`config.mk`:
```
export PLATFORM = sky130hd
export DESIGN_NAME = add_seq32
export DESIGN_NICKNAME = d
export VERILOG_FILES = /design/src/rtl/add_seq32_pkg.sv /design/src/rtl/add_seq32_full_add8.sv /design/src/rtl/add_seq32.sv
export VERILOG_INCLUDE_DIRS = /design/src /design/src/rtl
export SDC_FILE = /design/constraint.sdc
export NUM_CORES = 1
export LEC_CHECK = 0
export CORE_MARGIN = 1
export CORE_UTILIZATION = 45
export DETAILED_ROUTE_END_ITERATION = 7
export PLACE_DENSITY = 0.77
export SLEW_MARGIN = 20
export SYNTH_ARGS = -nofsm -noshare
export SYNTH_HDL_FRONTEND = slang
export SYNTH_HIERARCHICAL = 1
export SYNTH_SLANG_ARGS = --single-unit
```
`constraint.sdc`:
```
create_clock -name clk -period 6.3 [get_ports clk]
set_clock_uncertainty 0.15 [all_clocks]
set_input_delay 1.575 -clock clk [delete_from_list [all_inputs] [get_ports clk]]
set_output_delay 1.575 -clock clk [all_outputs]
set_load 0.05 [all_outputs]
```
`src/rtl/add_seq_defs.v`:
```
// rtl/add_seq_defs.v - shared state encodings and slice width for the byte-serial adder
`ifndef ADD_SEQ_DEFS_V
`define ADD_SEQ_DEFS_V
`define ADD_SEQ_IDLE  2'd0
`define ADD_SEQ_RUN   2'd1
`define ADD_SEQ_DONE  2'd2
`define ADD_SEQ_SLICE 8
`endif

```
`src/rtl/add_seq32_pkg.sv`:
```
// rtl/add_seq32_pkg.sv - state type and slice constants for add_seq32
`include "add_seq_defs.v"

package add_seq32_pkg;

    localparam int SLICE = `ADD_SEQ_SLICE;

    typedef enum logic [1:0] {
        ST_IDLE = `ADD_SEQ_IDLE,
        ST_RUN  = `ADD_SEQ_RUN,
        ST_DONE = `ADD_SEQ_DONE
    } state_t;

endpackage

```
`src/rtl/add_seq32_full_add8.sv`:
```
// rtl/add_seq32_full_add8.sv - 8-bit full-adder slice shared across all byte steps
module full_add8 (
    input  logic [7:0] a,
    input  logic [7:0] b,
    input  logic       cin,
    output logic [7:0] sum,
    output logic       cout
);

    always_comb begin
        {cout, sum} = {1'b0, a} + {1'b0, b} + {8'd0, cin};
    end

endmodule

```
`src/rtl/add_seq32.sv`:
```
// rtl/add_seq32.sv - multi-cycle byte-serial add/subtract unit with valid/ready handshakes
module add_seq32
    import add_seq32_pkg::*;
#(
    parameter int WIDTH = 32
) (
    input  logic             clk,
    input  logic             rst_n,
    input  logic             in_valid,
    output logic             in_ready,
    input  logic [WIDTH-1:0] a,
    input  logic [WIDTH-1:0] b,
    input  logic             sub,
    input  logic             cin,
    output logic             out_valid,
    input  logic             out_ready,
    output logic [WIDTH-1:0] s,
    output logic             cout,
    output logic             oflow,
    output logic             sign
);

    localparam int N      = WIDTH / SLICE;
    localparam int STEP_W = $clog2(N);
    localparam logic [STEP_W-1:0] LAST_STEP = STEP_W'(N - 1);

    state_t            state;
    logic [STEP_W-1:0] step;
    logic [WIDTH-1:0]  a_sh;
    logic [WIDTH-1:0]  b_sh;
    logic              carry;
    logic              a_msb;
    logic              bx_msb;
    logic [7:0]        sum8;
    logic              cout8;
    logic              oflow_next;

    full_add8 u_slice (
        .a    (a_sh[7:0]),
        .b    (b_sh[7:0]),
        .cin  (carry),
        .sum  (sum8),
        .cout (cout8)
    );

    // Overflow only matters on the MSB slice; sum8[7] is the result sign bit there.
    assign oflow_next = (a_msb == bx_msb) & (sum8[7] != a_msb);
    assign in_ready   = (state == ST_IDLE) & rst_n;

    always_ff @(posedge clk or negedge rst_n) begin
        if (!rst_n) begin
            state     <= ST_IDLE;
            step      <= '0;
            a_sh      <= '0;
            b_sh      <= '0;
            carry     <= 1'b0;
            a_msb     <= 1'b0;
            bx_msb    <= 1'b0;
            s         <= '0;
            cout      <= 1'b0;
            oflow     <= 1'b0;
            sign      <= 1'b0;
            out_valid <= 1'b0;
        end else begin
            case (state)
                ST_IDLE: begin
                    if (in_valid) begin
                        a_sh   <= a;
                        b_sh   <= b ^ {WIDTH{sub}};
                        carry  <= sub | cin;
                        a_msb  <= a[WIDTH-1];
                        bx_msb <= b[WIDTH-1] ^ sub;
                        step   <= '0;
                        state  <= ST_RUN;
                    end
                end
                ST_RUN: begin
                    a_sh  <= a_sh >> SLICE;
                    b_sh  <= b_sh >> SLICE;
                    s     <= {sum8, s[WIDTH-1:SLICE]};
                    carry <= cout8;
                    step  <= step + 1'b1;
                    if (step == LAST_STEP) begin
                        cout      <= cout8;
                        oflow     <= oflow_next;
                        sign      <= oflow_next ? ~sum8[7] : sum8[7];
                        out_valid <= 1'b1;
                        state     <= ST_DONE;
                    end
                end
                ST_DONE: begin
                    if (out_ready) begin
                        out_valid <= 1'b0;
                        state     <= ST_IDLE;
                    end
                end
                default: begin
                    out_valid <= 1'b0;
                    state     <= ST_IDLE;
                end
            endcase
        end
    end

endmodule
```
After elaboration in Yosys (flattened, before gate mapping)
Cells that the tools add are included.

Output and inout bits: 37. Input port bits: 70. Register bits: 107. Word-level logic and storage cells: 53.

Mux-type cells: 16. Reduce and logical (&&, ||, !) cells: 7. Equality and inequality tests: 8. Bitwise gates (word level): 7. Add/subtract/negate cells: 3.

Operator list (number): case mux 32 bit (2 select lines) (2); two-way mux 32 bit (2); XOR 32 bit (1); adder 8 x 8 -> 9 bit (1); adder 9 x 1 -> 9 bit (1); two-way mux 2 bit (4); != test 2 bit, second input constant (3); case mux 2 bit (3 select lines) (1); AND reduction 2 bit (3); AND reduction 3 bit (2); equality test 2 bit, second input constant (2); two-way mux 1 bit (4); case mux 2 bit (2 select lines) (1); case mux 1 bit (3 select lines) (1); adder 2 x 1 -> 2 bit, second input constant (1); bitwise AND 1 bit (2); equality test 2 x 1 -> 1 bit, second input constant (1); zero test 2 bit (1); inverter 1 bit (2); case mux 1 bit (2 select lines) (1); nonzero test 2 bit (1); equality test 1 bit (1); != test 1 bit (1); OR 1 bit (1); XOR 1 bit (1).

Depth between registers and ports, before layout
Gate-level depths: netlist (run 1).

Depth in word-level cells: 5. Mapped depth: 8. Depth with buffers taken out: 8.

Modules after synthesis
Netlist (run 1), hierarchy kept.

Modules (own cells, without submodules): add_seq32 (cells each 517, area an instance 4901.0 um2, times used 1, sequential area each 2677.6 um2); full_add8 (cells each 38, area an instance 312.8 um2, times used 1, sequential area each 0.0 um2).

Worst setup path after synthesis (run 1)
Ideal clock, no wire load.

Path kind: in2out. From: in rst_n. To: out in_ready. Arrival time: 2.024 ns. Path slack: 2.551 ns. Data required time: 4.575 ns. Stages on the path: 1. Buffers on the path: 0. Cells stage by stage: and3_1.

Cells in the longest elaborated chain, start to end: 1.

RTL lines: start, declared (line add_seq32.sv:8) `input logic rst_n,`; bitwise AND 1 bit (line add_seq32.sv:48) `assign in_ready = (state == ST_IDLE) & rst_n;`; end, declared (line add_seq32.sv:10) `output logic in_ready,`.

No other way between the ends.

Worst setup path in the final report (run 1)
Same ends and word-level chain as after synthesis.

==> summary.txt, run 1 <==
Outcome: complete, no violations
RePlAce Congestion: 0.784
R2R Path End: cout$_DFFE_PN0P_
Yosys cell types: 43
Hpwl dp: 8170 um
Post-synth top cells: 181 x nand2_1, 107 x dfrtp_1, 36 x a22oi_1
Post-synth EDFFs: 0
R2r startpoint: b_sh[0]$_DFFE_PN0P_
Share of cells above drive strength 1: 0.0623
Via count: 4,288
TritonCTS sink count: 107
Register share of total power: 0.339
Hold Path Sink: s[5]$_DFFE_PN0N_
Max incr delay on CP: 0.81 ns
Clk Latency, worst-skew pair: 0.35 ns
Antenna violations before repair: 0
Critical Path End Type: output port
Synth Instances: 555
Synth area leader: dfrtp_1
Crit start category: input pin
CP arrival: 2.69 ns
Hold path cells: 2
Minimum clock period: 4.42 ns
Path depth of the worst reg2reg path: 7
Synth top area share: 0.514
Kind of critical path: in2out
WL/cell: 15.5 um
1st-pass router iterations: 7
CTS tree: yes
Port buffer count: 106
Total core area: 11,100 sq um
Clock network power share: 0.161
Final core utilization: 0.597
Die area: 12,000 sq um
Worst-path clk slew: 0.07 ns
Post-cts resize count: 0
Hold Vio Cnt, Final: 0
H-tree lvl count: 3
First-pass GRT wire length: 19,600 um
Largest net degree at the start of global routing: 62
Synthesized area: 5210 sq um
Yosys reg bits: 107
Data required, critical path: 4.58 ns
Worst-path cell chain: buf_4 > and3_1 > clkdlybuf4s50_1
Worst VDD drop: 383 uV
Placed cells: 766
Final wirelength: 12,100 um
TritonCTS buffer count: 9
Gate power share: 0.501
Vias in the first global route: 4,084
Post-synth ARST share: 1.00
Cell area after layout: 6610 sq um
Diodes inserted: 0
Setup-failing EPs final: 0
Count leader, synth: nand2_1
Root Driver: clkbuf_16
Final slew viol count: 0
RSZ-0062 raised after global routing: no
Internal Power: 1.94 mW
FILL cells: 953
Lkg Pwr: 2.95 nW
Final nets: 718
Top post-synthesis cells by area: dfrtp_1 51%, nand2_1 13%, a22oi_1 5.2%
Post-Layout Cell Count: 782
Critical Path Fanout Max: 2
Setup TNS: 0 ns
Sw Share: 0.452
# Post-CTS Setup Buffers: 0
Tcrit/Tclk final: 0.701
Die Wd: 110 um
GR Overflow Total: 0
CTS Hold Buffers Added: 0
Fmax: 226 MHz
Relative slew margins: 0.343
DR vias/cell: 5.48
Ports: 107
P_sw: 1.60 mW
DRC viols: 0
Mean Syn Cell Area: 9.39 sq um
Placed inst area: 6280 sq um
Row Count: 38
Hold wc startpoint: s[5]$_DFFE_PN0N_
Max-Cap Viols: 0
Top_reg_cell synth: dfrtp_1
Worst Max-Slew Pin Slew: 0.985 ns
Seq/Total Area, Yosys: 0.514
Total Routing Usage GR: 0.214
Initial Util: 0.471
Area delta synth->final: 26.8%
Bufs on Longest Clock Path: 2
Min-delay worst type: reg2reg
R2R setup slack: 3.59 ns
Initial DRC count: 329
Die Ht: 110 um
Final ANT Viol Nets: 0
Ys Warns: 6
Pwr/cell area: 535 nW/um^2
Slowest-stage cell, CP: clkdlybuf4s50_1
Syn Nets: 635
stage by stage:
step / hold slack, ns / setup slack, ns / power, mW
after floorplan: 0.300 / 2.55 / 2.46
after global placement: 0.308 / 1.88 / 2.86
after detailed placement: 0.312 / 1.89 / 2.93
after CTS: 0.329 / 1.88 / 3.51
after global routing: 0.353 / 1.85 / 3.78
final: 0.327 / 1.88 / 3.53
cell families (layout without fill, tap and decap cells):
logic type	after synthesis	in the layout	share of synthesized area
AND/OR/NAND/NOR	232	232	0.191
flip-flops	107	107	0.514
adder cells (fa/ha/maj)	10	10	0.0269
XOR/XNOR	37	37	0.0622
AO/OA/AOI/OAI	125	125	0.161
multiplexers	1	1	0.00216
buffers and inverters	43	130	0.0437
critical path: cells and delay by family:
| family | cells | cell delay [ns] |
|---|---|---|
| buffers and inverters | 2 | 0.92 |
| AND/OR/NAND/NOR | 1 | 0.19 |
metal layers:
layer  GRT usage  wire length [um]  part of all wire
met5           0                 0                 0
met2       0.344              5670              0.47
met1       0.282              5390              0.44
met3      0.0391               692             0.057
met4      0.0990               386             0.032
state kept, by name, summed over array words and instances, names as in the netlist, 2 cells and up:
name	count
state	2
a_sh	32
b_sh	32
s	32
step	2
worst max-delay path by stage:
stage	endpoint	slack, ns	cells past startpoint	start
2_1_floorplan	in_ready	2.55	1	rst_n
3_3_place_gp	in_ready	1.88	3	rst_n
3_5_place_dp	in_ready	1.89	3	rst_n
4_1_cts	in_ready	1.88	3	rst_n
5_1_grt	in_ready	1.85	3	rst_n
6_report	in_ready	1.88	3	rst_n
cell type report:
cell class / count / area [sq um] / share of cell area
multi-input combinational: 405 / 2330 / 0.353
tap: 140 / 175 / 0.0265
clock buffer: 9 / 225 / 0.0341
clock inverter: 6 / 71.3 / 0.0108
timing repair buffer: 112 / 1120 / 0.169
inverter: 3 / 11.3 / 0.00170
sequential: 107 / 2680 / 0.405
power by group through the flow:
stage          Combinational (mW)  Sequential, mW  Clock, mW
3_3_place_gp                 1.67            1.20          0
4_1_cts                      1.74            1.19      0.577
6_report                     1.77            1.20      0.568
2_1_floorplan               0.962            1.50          0
5_1_grt                      1.94            1.23      0.606
3_5_place_dp                 1.73            1.21          0
cell usage in the layout (no fill, tap or decap), types with 2 or more instances in the layout:
| cell | Yosys | routed |
|---|---|---|
| clkdlybuf4s50_1 | 0 | 104 |
| dfrtp_1 | 107 | 107 |
| ha_1 | 8 | 8 |
| nand2_1 | 181 | 181 |
| and2_1 | 4 | 4 |
| a22oi_1 | 36 | 36 |
| o21ai_0 | 31 | 31 |
| fa_1 | 2 | 2 |
| inv_1 | 3 | 3 |
| a211oi_1 | 3 | 3 |
| o21ai_2 | 5 | 5 |
| a21oi_1 | 19 | 19 |
| nand3_1 | 12 | 12 |
| nor2b_1 | 15 | 14 |
| xor2_1 | 10 | 10 |
| xnor2_1 | 27 | 27 |
| nand3_2 | 3 | 3 |
| o31ai_1 | 2 | 2 |
| clkinvlp_4 | 0 | 2 |
| buf_4 | 1 | 6 |
| inv_6 | 0 | 3 |
| o221ai_1 | 16 | 16 |
| nor2_1 | 6 | 6 |
| clkbuf_16 | 0 | 9 |
| nor3_1 | 2 | 2 |
| a31oi_1 | 5 | 5 |
Note: power is estimated with default switching activity, not from simulation.
==> run 2, diff against run 1 <==
--- a/config.mk
+++ b/config.mk
@@ -9,7 +9,7 @@
 export CORE_MARGIN = 1
 export CORE_UTILIZATION = 45
 export DETAILED_ROUTE_END_ITERATION = 7
-export PLACE_DENSITY = 0.77
+export PLACE_DENSITY = 0.79
 export SLEW_MARGIN = 20
 export SYNTH_ARGS = -nofsm -noshare
 export SYNTH_HDL_FRONTEND = slang
==> constraint.sdc (replaced) <==
create_clock -name clk -period 3.64 [get_ports clk]
set_clock_uncertainty 0.15 [all_clocks]
set_input_delay 0.91 -clock clk [delete_from_list [all_inputs] [get_ports clk]]
set_output_delay 0.91 -clock clk [all_outputs]
set_load 0.05 [all_outputs]
==> summary.txt, run 2 (synthesis gave the netlist of run 1 again) <==
Outcome: complete, no violations
Critical Path Fanout Max: 3 (+1)
Hpwl dp: 8530 um (+4.4%)
CP arrival: 2.79 ns (+0.10 ns)
Pwr/cell area: 921 nW/um^2 (+72%)
Max-Cap Viols: 0 (unchanged)
Final ANT Viol Nets: 0 (unchanged)
Worst-path clk slew: 0.07 ns (about the same)
Port buffer count: 106 (unchanged)
CTS Hold Buffers Added: 0 (unchanged)
RePlAce Congestion: 0.832 (+6.1%)
Hold path cells: 2 (unchanged)
R2R setup slack: 0.93 ns (-2.66 ns)
Post-cts resize count: 0 (unchanged)
Setup-failing EPs final: 0 (unchanged)
RSZ-0062 raised after global routing: no
Cell area after layout: 6630 sq um (+0.30%)
DP Worst Slack: 0.822 ns (-1.07 ns)
Die Wd: 110 um (unchanged)
Crit path from: a_sh[0]$_DFFE_PN0P_
DR vias/cell: 5.47 (-0.23%)
FILL cells: 917 (-3.8%)
Total core area: 11,100 sq um (unchanged)
Hold Path Sink: s[5]$_DFFE_PN0N_
Commonest non-fill, non-tap cell in the layout: nand2_1
Worst VDD drop: 732 uV (+91%)
Initial DRC count: 285 (-13%)
Initial Util: 0.471 (unchanged)
Largest regs: a_sh (32), b_sh (32), s (32)
Share of cells above drive strength 1: 0.0694 (+0.00714)
GR Overflow Total: 0 (unchanged)
Ports: 107 (unchanged)
H-tree lvl count: 3 (unchanged)
Hold wc startpoint: s[5]$_DFFE_PN0N_
Worst Max-Slew Pin Slew: 1.01 ns (+0.0202 ns)
R2r startpoint: a_sh[0]$_DFFE_PN0P_
Most frequent cells in the layout: 181 x nand2_1, 107 x dfrtp_1, 103 x clkdlybuf4s50_1, 36 x a22oi_1, 31 x o21ai_0
Min-delay worst type: reg2reg
Root Driver: clkbuf_16
Total Routing Usage GR: 0.213 (-0.00185)
Final wirelength: 12,200 um (+0.16%)
Path depth of the worst reg2reg path: 7 (unchanged)
Row Count: 38 (unchanged)
1st-pass router iterations: 5 (-2)
Bufs on Longest Clock Path: 2 (unchanged)
Relative slew margins: 0.330 (-0.0134)
Data required, critical path: 3.72 ns (-0.86 ns)
R2R Path End: cout$_DFFE_PN0P_
Final slew viol count: 0 (unchanged)
Hold Vio Cnt, Final: 0 (unchanged)
Die area: 12,000 sq um (unchanged)
Min Hold Slack: 0.323 ns (-0.00314 ns)
Die Ht: 110 um (unchanged)
Clk Latency, worst-skew pair: 0.34 ns (about the same)
First-pass GRT wire length: 19,600 um (-0.28%)
Lkg Pwr: 2.97 nW (+0.77%)
Fmax: 369 MHz
# Post-CTS Setup Buffers: 0 (unchanged)
Critical Path End Type: register
Placed inst area: 6330 sq um (+0.88%)
Minimum clock period: 2.71 ns
TritonCTS buffer count: 9 (unchanged)
CTS tree: yes
Largest net degree at the start of global routing: 76 (+23%)
DRC viols: 0 (unchanged)
Vias in the first global route: 4,161 (+1.9%)
Crit start category: register
WL/cell: 15.4 um (-0.60%)
Tcrit/Tclk final: 0.745
Final nets: 723 (+0.70%)
Diodes inserted: 0 (unchanged)
Via count: 4,311 (+0.54%)
Kind of critical path: reg2reg
Antenna violations before repair: 0 (unchanged)
Setup TNS: 0 ns (unchanged)
TritonCTS sink count: 107 (unchanged)
Worst setup margin: 0.928 ns (-0.953 ns)
Area delta synth->final: 27.1%
[run 2: routing by layer]
| metal | wire length (um) | vias up | global-route usage |
|---|---|---|---|
| met5 | 0 | - | 0 |
| met4 | 334 | 0 | 0.0895 |
| met3 | 802 | 26 | 0.0427 |
| met2 | 5820 | 179 | 0.356 |
| met1 | 5200 | 2045 | 0.268 |
| li1 | - | 2061 | - |
[run 2: worst max-delay path by stage]
stage,endpoint,slack [ns],depth (start not counted)
6_report,cout$_DFFE_PN0P_,0.93,7
3_5_place_dp,b_sh[25]$_DFFE_PN0P_,0.82,4
4_1_cts,cout$_DFFE_PN0P_,0.98,7
5_1_grt,cout$_DFFE_PN0P_,0.87,7
2_1_floorplan,in_ready,1.22,1
3_3_place_gp,b_sh[25]$_DFFE_PN0P_,0.86,4
[run 2: power by group]
group          switching [mW]  leakage [nW]  internal, mW  total [mW]
Clock                   0.429         0.140         0.538       0.967
Combinational            1.94          1.46          1.11        3.05
Sequential              0.385          1.37          1.71        2.09
[run 2: final cells by class]
type,count,area [sq um],area share
repair buffers,117,1150,0.173
flip-flops and latches,107,2680,0.404
inverters,3,11.3,0.00170
multi-input cells,405,2320,0.350
clock buffers,11,233,0.0351
clock inverters,5,63.8,0.00963
well taps,140,175,0.0264
[run 2: per-stage QoR]
step,util,power [mW],instances
6_report,0.598,6.11,788
5_1_grt,0.598,6.52,788
4_1_cts,0.598,6.11,788
3_5_place_dp,0.572,5.14,772
3_3_place_gp,0.572,5.00,772
2_1_floorplan,-,4.26,555
[run 2: worst max-delay path: stages, from the launching register on]
cell	delay, ns
dfrtp_1	0.43
fa_1	0.51
fa_1	0.42
a21oi_1	0.17
nor2b_1	0.08
a31oi_1	0.25
o21ai_0	0.26
mux2_2	0.32
==> run 3, diff against run 2 <==
--- a/config.mk
+++ b/config.mk
@@ -9,7 +9,7 @@
 export CORE_MARGIN = 1
 export CORE_UTILIZATION = 45
 export DETAILED_ROUTE_END_ITERATION = 7
-export PLACE_DENSITY = 0.79
+export PLACE_DENSITY = 0.77
 export SLEW_MARGIN = 20
 export SYNTH_ARGS = -nofsm -noshare
 export SYNTH_HDL_FRONTEND = slang
==> constraint.sdc (replaced) <==
create_clock -name clk -period 2.6 [get_ports clk]
set_clock_uncertainty 0.15 [all_clocks]
set_input_delay 0.65 -clock clk [delete_from_list [all_inputs] [get_ports clk]]
set_output_delay 0.65 -clock clk [all_outputs]
set_load 0.05 [all_outputs]
==> summary.txt, run 3 (synthesis gave the netlist of run 1 again) <==
Min-delay worst type: in2async
Register Area: 2680 sq um (unchanged)
CTS tree: yes
Share of cells above drive strength 1: 0.0827 (+0.0133)
Initial Util: 0.471 (unchanged)
Final slew viol count: 0 (unchanged)
RSZ-0062 raised after global routing: no
Data required, critical path: 2.69 ns (-1.03 ns)
1st-pass router iterations: 5 (unchanged)
CTS Hold Buffers Added: 0 (unchanged)
Die Wd: 110 um (unchanged)
Final ANT Viol Nets: 0 (unchanged)
WL/cell: 15.5 um (+0.70%)
Die Ht: 110 um (unchanged)
Worst-path cell chain: fa_2 > fa_1 > a21oi_1 > nor2b_1 > a31oi_2 > o21ai_1 > mux2_2
Tcrit/Tclk final: 0.953 (+0.208)
Total core area: 11,100 sq um (unchanged)
Relative slew margins: 0.511 (+0.181)
TritonCTS sink count: 107 (unchanged)
Area delta synth->final: 28.4%
H-tree lvl count: 3 (unchanged)
Pwr/cell area: 1300 nW/um^2 (+41%)
Root Driver: clkbuf_16
Total Routing Usage GR: 0.216 (+0.00374)
Lkg Pwr: 3.01 nW (+1.3%)
Largest net degree at the start of global routing: 108 (+42%)
DRC viols: 0 (unchanged)
FILL cells: 925 (+0.87%)
Worst VDD drop: 930 uV (+27%)
Die area: 12,000 sq um (unchanged)
Via count: 4,352 (+0.95%)
Placed inst area: 6380 sq um (+0.79%)
TritonCTS buffer count: 9 (unchanged)
Hpwl dp: 8700 um (+2.0%)
Clk Latency, worst-skew pair: 0.35 ns (about the same)
Setup-failing EPs final: 0 (unchanged)
Cell area after layout: 6700 sq um (+1.0%)
Hold Vio Cnt, Final: 0 (unchanged)
GR Overflow Total: 0 (unchanged)
Post-Layout Cell Count: 793 (+0.63%)
Port buffer count: 106 (unchanged)
Crit start category: register
Largest regs: a_sh (32), b_sh (32), s (32)
DR vias/cell: 5.49 (+0.31%)
Final wirelength: 12,300 um (+1.3%)
Row Count: 38 (unchanged)
Critical Path Fanout Max: 3 (unchanged)
Bufs on Longest Clock Path: 2 (unchanged)
Diodes inserted: 0 (unchanged)
Max incr delay on CP: 0.43 ns (-0.08 ns)
Commonest non-fill, non-tap cell in the layout: nand2_1
Minimum clock period: 2.48 ns (-0.233 ns)
Min Hold Slack: 0.234 ns (-0.0896 ns)
Initial DRC count: 383 (+34%)
RePlAce Congestion: 0.795 (-4.4%)
Placed cells: 777 (+0.65%)
Worst Max-Slew Pin Slew: 0.731 ns (-0.274 ns)
Critical Path End Type: register
Worst-path clk slew: 0.08 ns (about the same)
Fmax: 403 MHz (+9.4%)
Most frequent cells in the layout: 181 x nand2_1, 107 x dfrtp_1, 103 x clkdlybuf4s50_1, 36 x a22oi_1, 30 x o21ai_0
Multi-input gate area: 2340 sq um (+0.70%)
Max-Cap Viols: 0 (unchanged)
CP arrival: 2.57 ns (-0.22 ns)
Ports: 107 (unchanged)
Outcome: complete, no violations
First-pass GRT wire length: 19,900 um (+1.6%)
Antenna violations before repair: 0 (unchanged)
Kind of critical path: reg2reg
Final nets: 728 (+0.69%)
Slowest-stage cell, CP: dfrtp_1
Vias in the first global route: 4,193 (+0.77%)
==> run 3: area by class of cell <==
cell class              instances  area share
clock buffers                   9      0.0336
clock inverters                 7      0.0107
inverters                       3     0.00168
multi-input cells             405       0.349
flip-flops and latches        107       0.400
well taps                     140      0.0262
repair buffers                122       0.179
==> run 3: report_power, final <==
group / leakage (nW) / switching (mW) / internal (mW)
Clock: 0.150 / 0.621 / 0.753
Combinational: 1.49 / 2.75 / 1.63
Sequential: 1.37 / 0.538 / 2.39
Total: 3.01 / 3.91 / 4.77
==> run 3: layer usage <==
layer / vias to the layer above / wire (um) / track usage
li1: 2073 / - / -
met1: 2089 / 5350 / 0.275
met2: 162 / 5840 / 0.359
met3: 28 / 777 / 0.0498
met4: 0 / 357 / 0.0829
met5: - / 0 / 0
==> run 3: final timing paths <==
check	start	to	slack (ns)	cells past startpoint
max in group asynchronous	rst_n	a_sh[31]$_DFFE_PN0P_	1.61	2
worst max-delay path	b_sh[0]$_DFFE_PN0P_	cout$_DFFE_PN0P_	0.12	7
worst min-delay path	rst_n	s[7]$_DFFE_PN0N_	0.23	2
worst min register to register	s[3]$_DFFE_PN0N_	s[3]$_DFFE_PN0N_	0.33	2
worst max register to register	b_sh[0]$_DFFE_PN0P_	cout$_DFFE_PN0P_	0.12	7
min in group clk	s[3]$_DFFE_PN0N_	s[3]$_DFFE_PN0N_	0.33	2
==> run 3: repair_timing <==
| item | 4_1_cts | 5_1_grt |
|---|---|---|
| resized for setup | 1 | 2 |
| setup endpoints to repair | 1 | 3 |
| setup buffers | 0 | 0 |
==> run 3: per-stage QoR <==
| stage | power (mW) | TNS (ns) | setup slack, ns | util |
|---|---|---|---|---|
| 2_1_floorplan | 5.96 | 0 | 0.261 | - |
| 3_3_place_gp | 7.10 | -0.00893 | -0.00893 | 0.576 |
| 3_5_place_dp | 7.29 | -0.0802 | -0.0802 | 0.576 |
| 4_1_cts | 8.68 | 0 | 0.0140 | 0.603 |
| 5_1_grt | 9.28 | 0 | 0.0415 | 0.604 |
| 6_report | 8.69 | 0 | 0.122 | 0.604 |
==> run 3: worst max-delay path, delay by kind of cell (launching register included) <==
family,cells,cell delay (ns)
compound gates,3,0.59
fa+ha+maj,2,0.83
flops,1,0.43
mux,1,0.29
simple gates,1,0.08
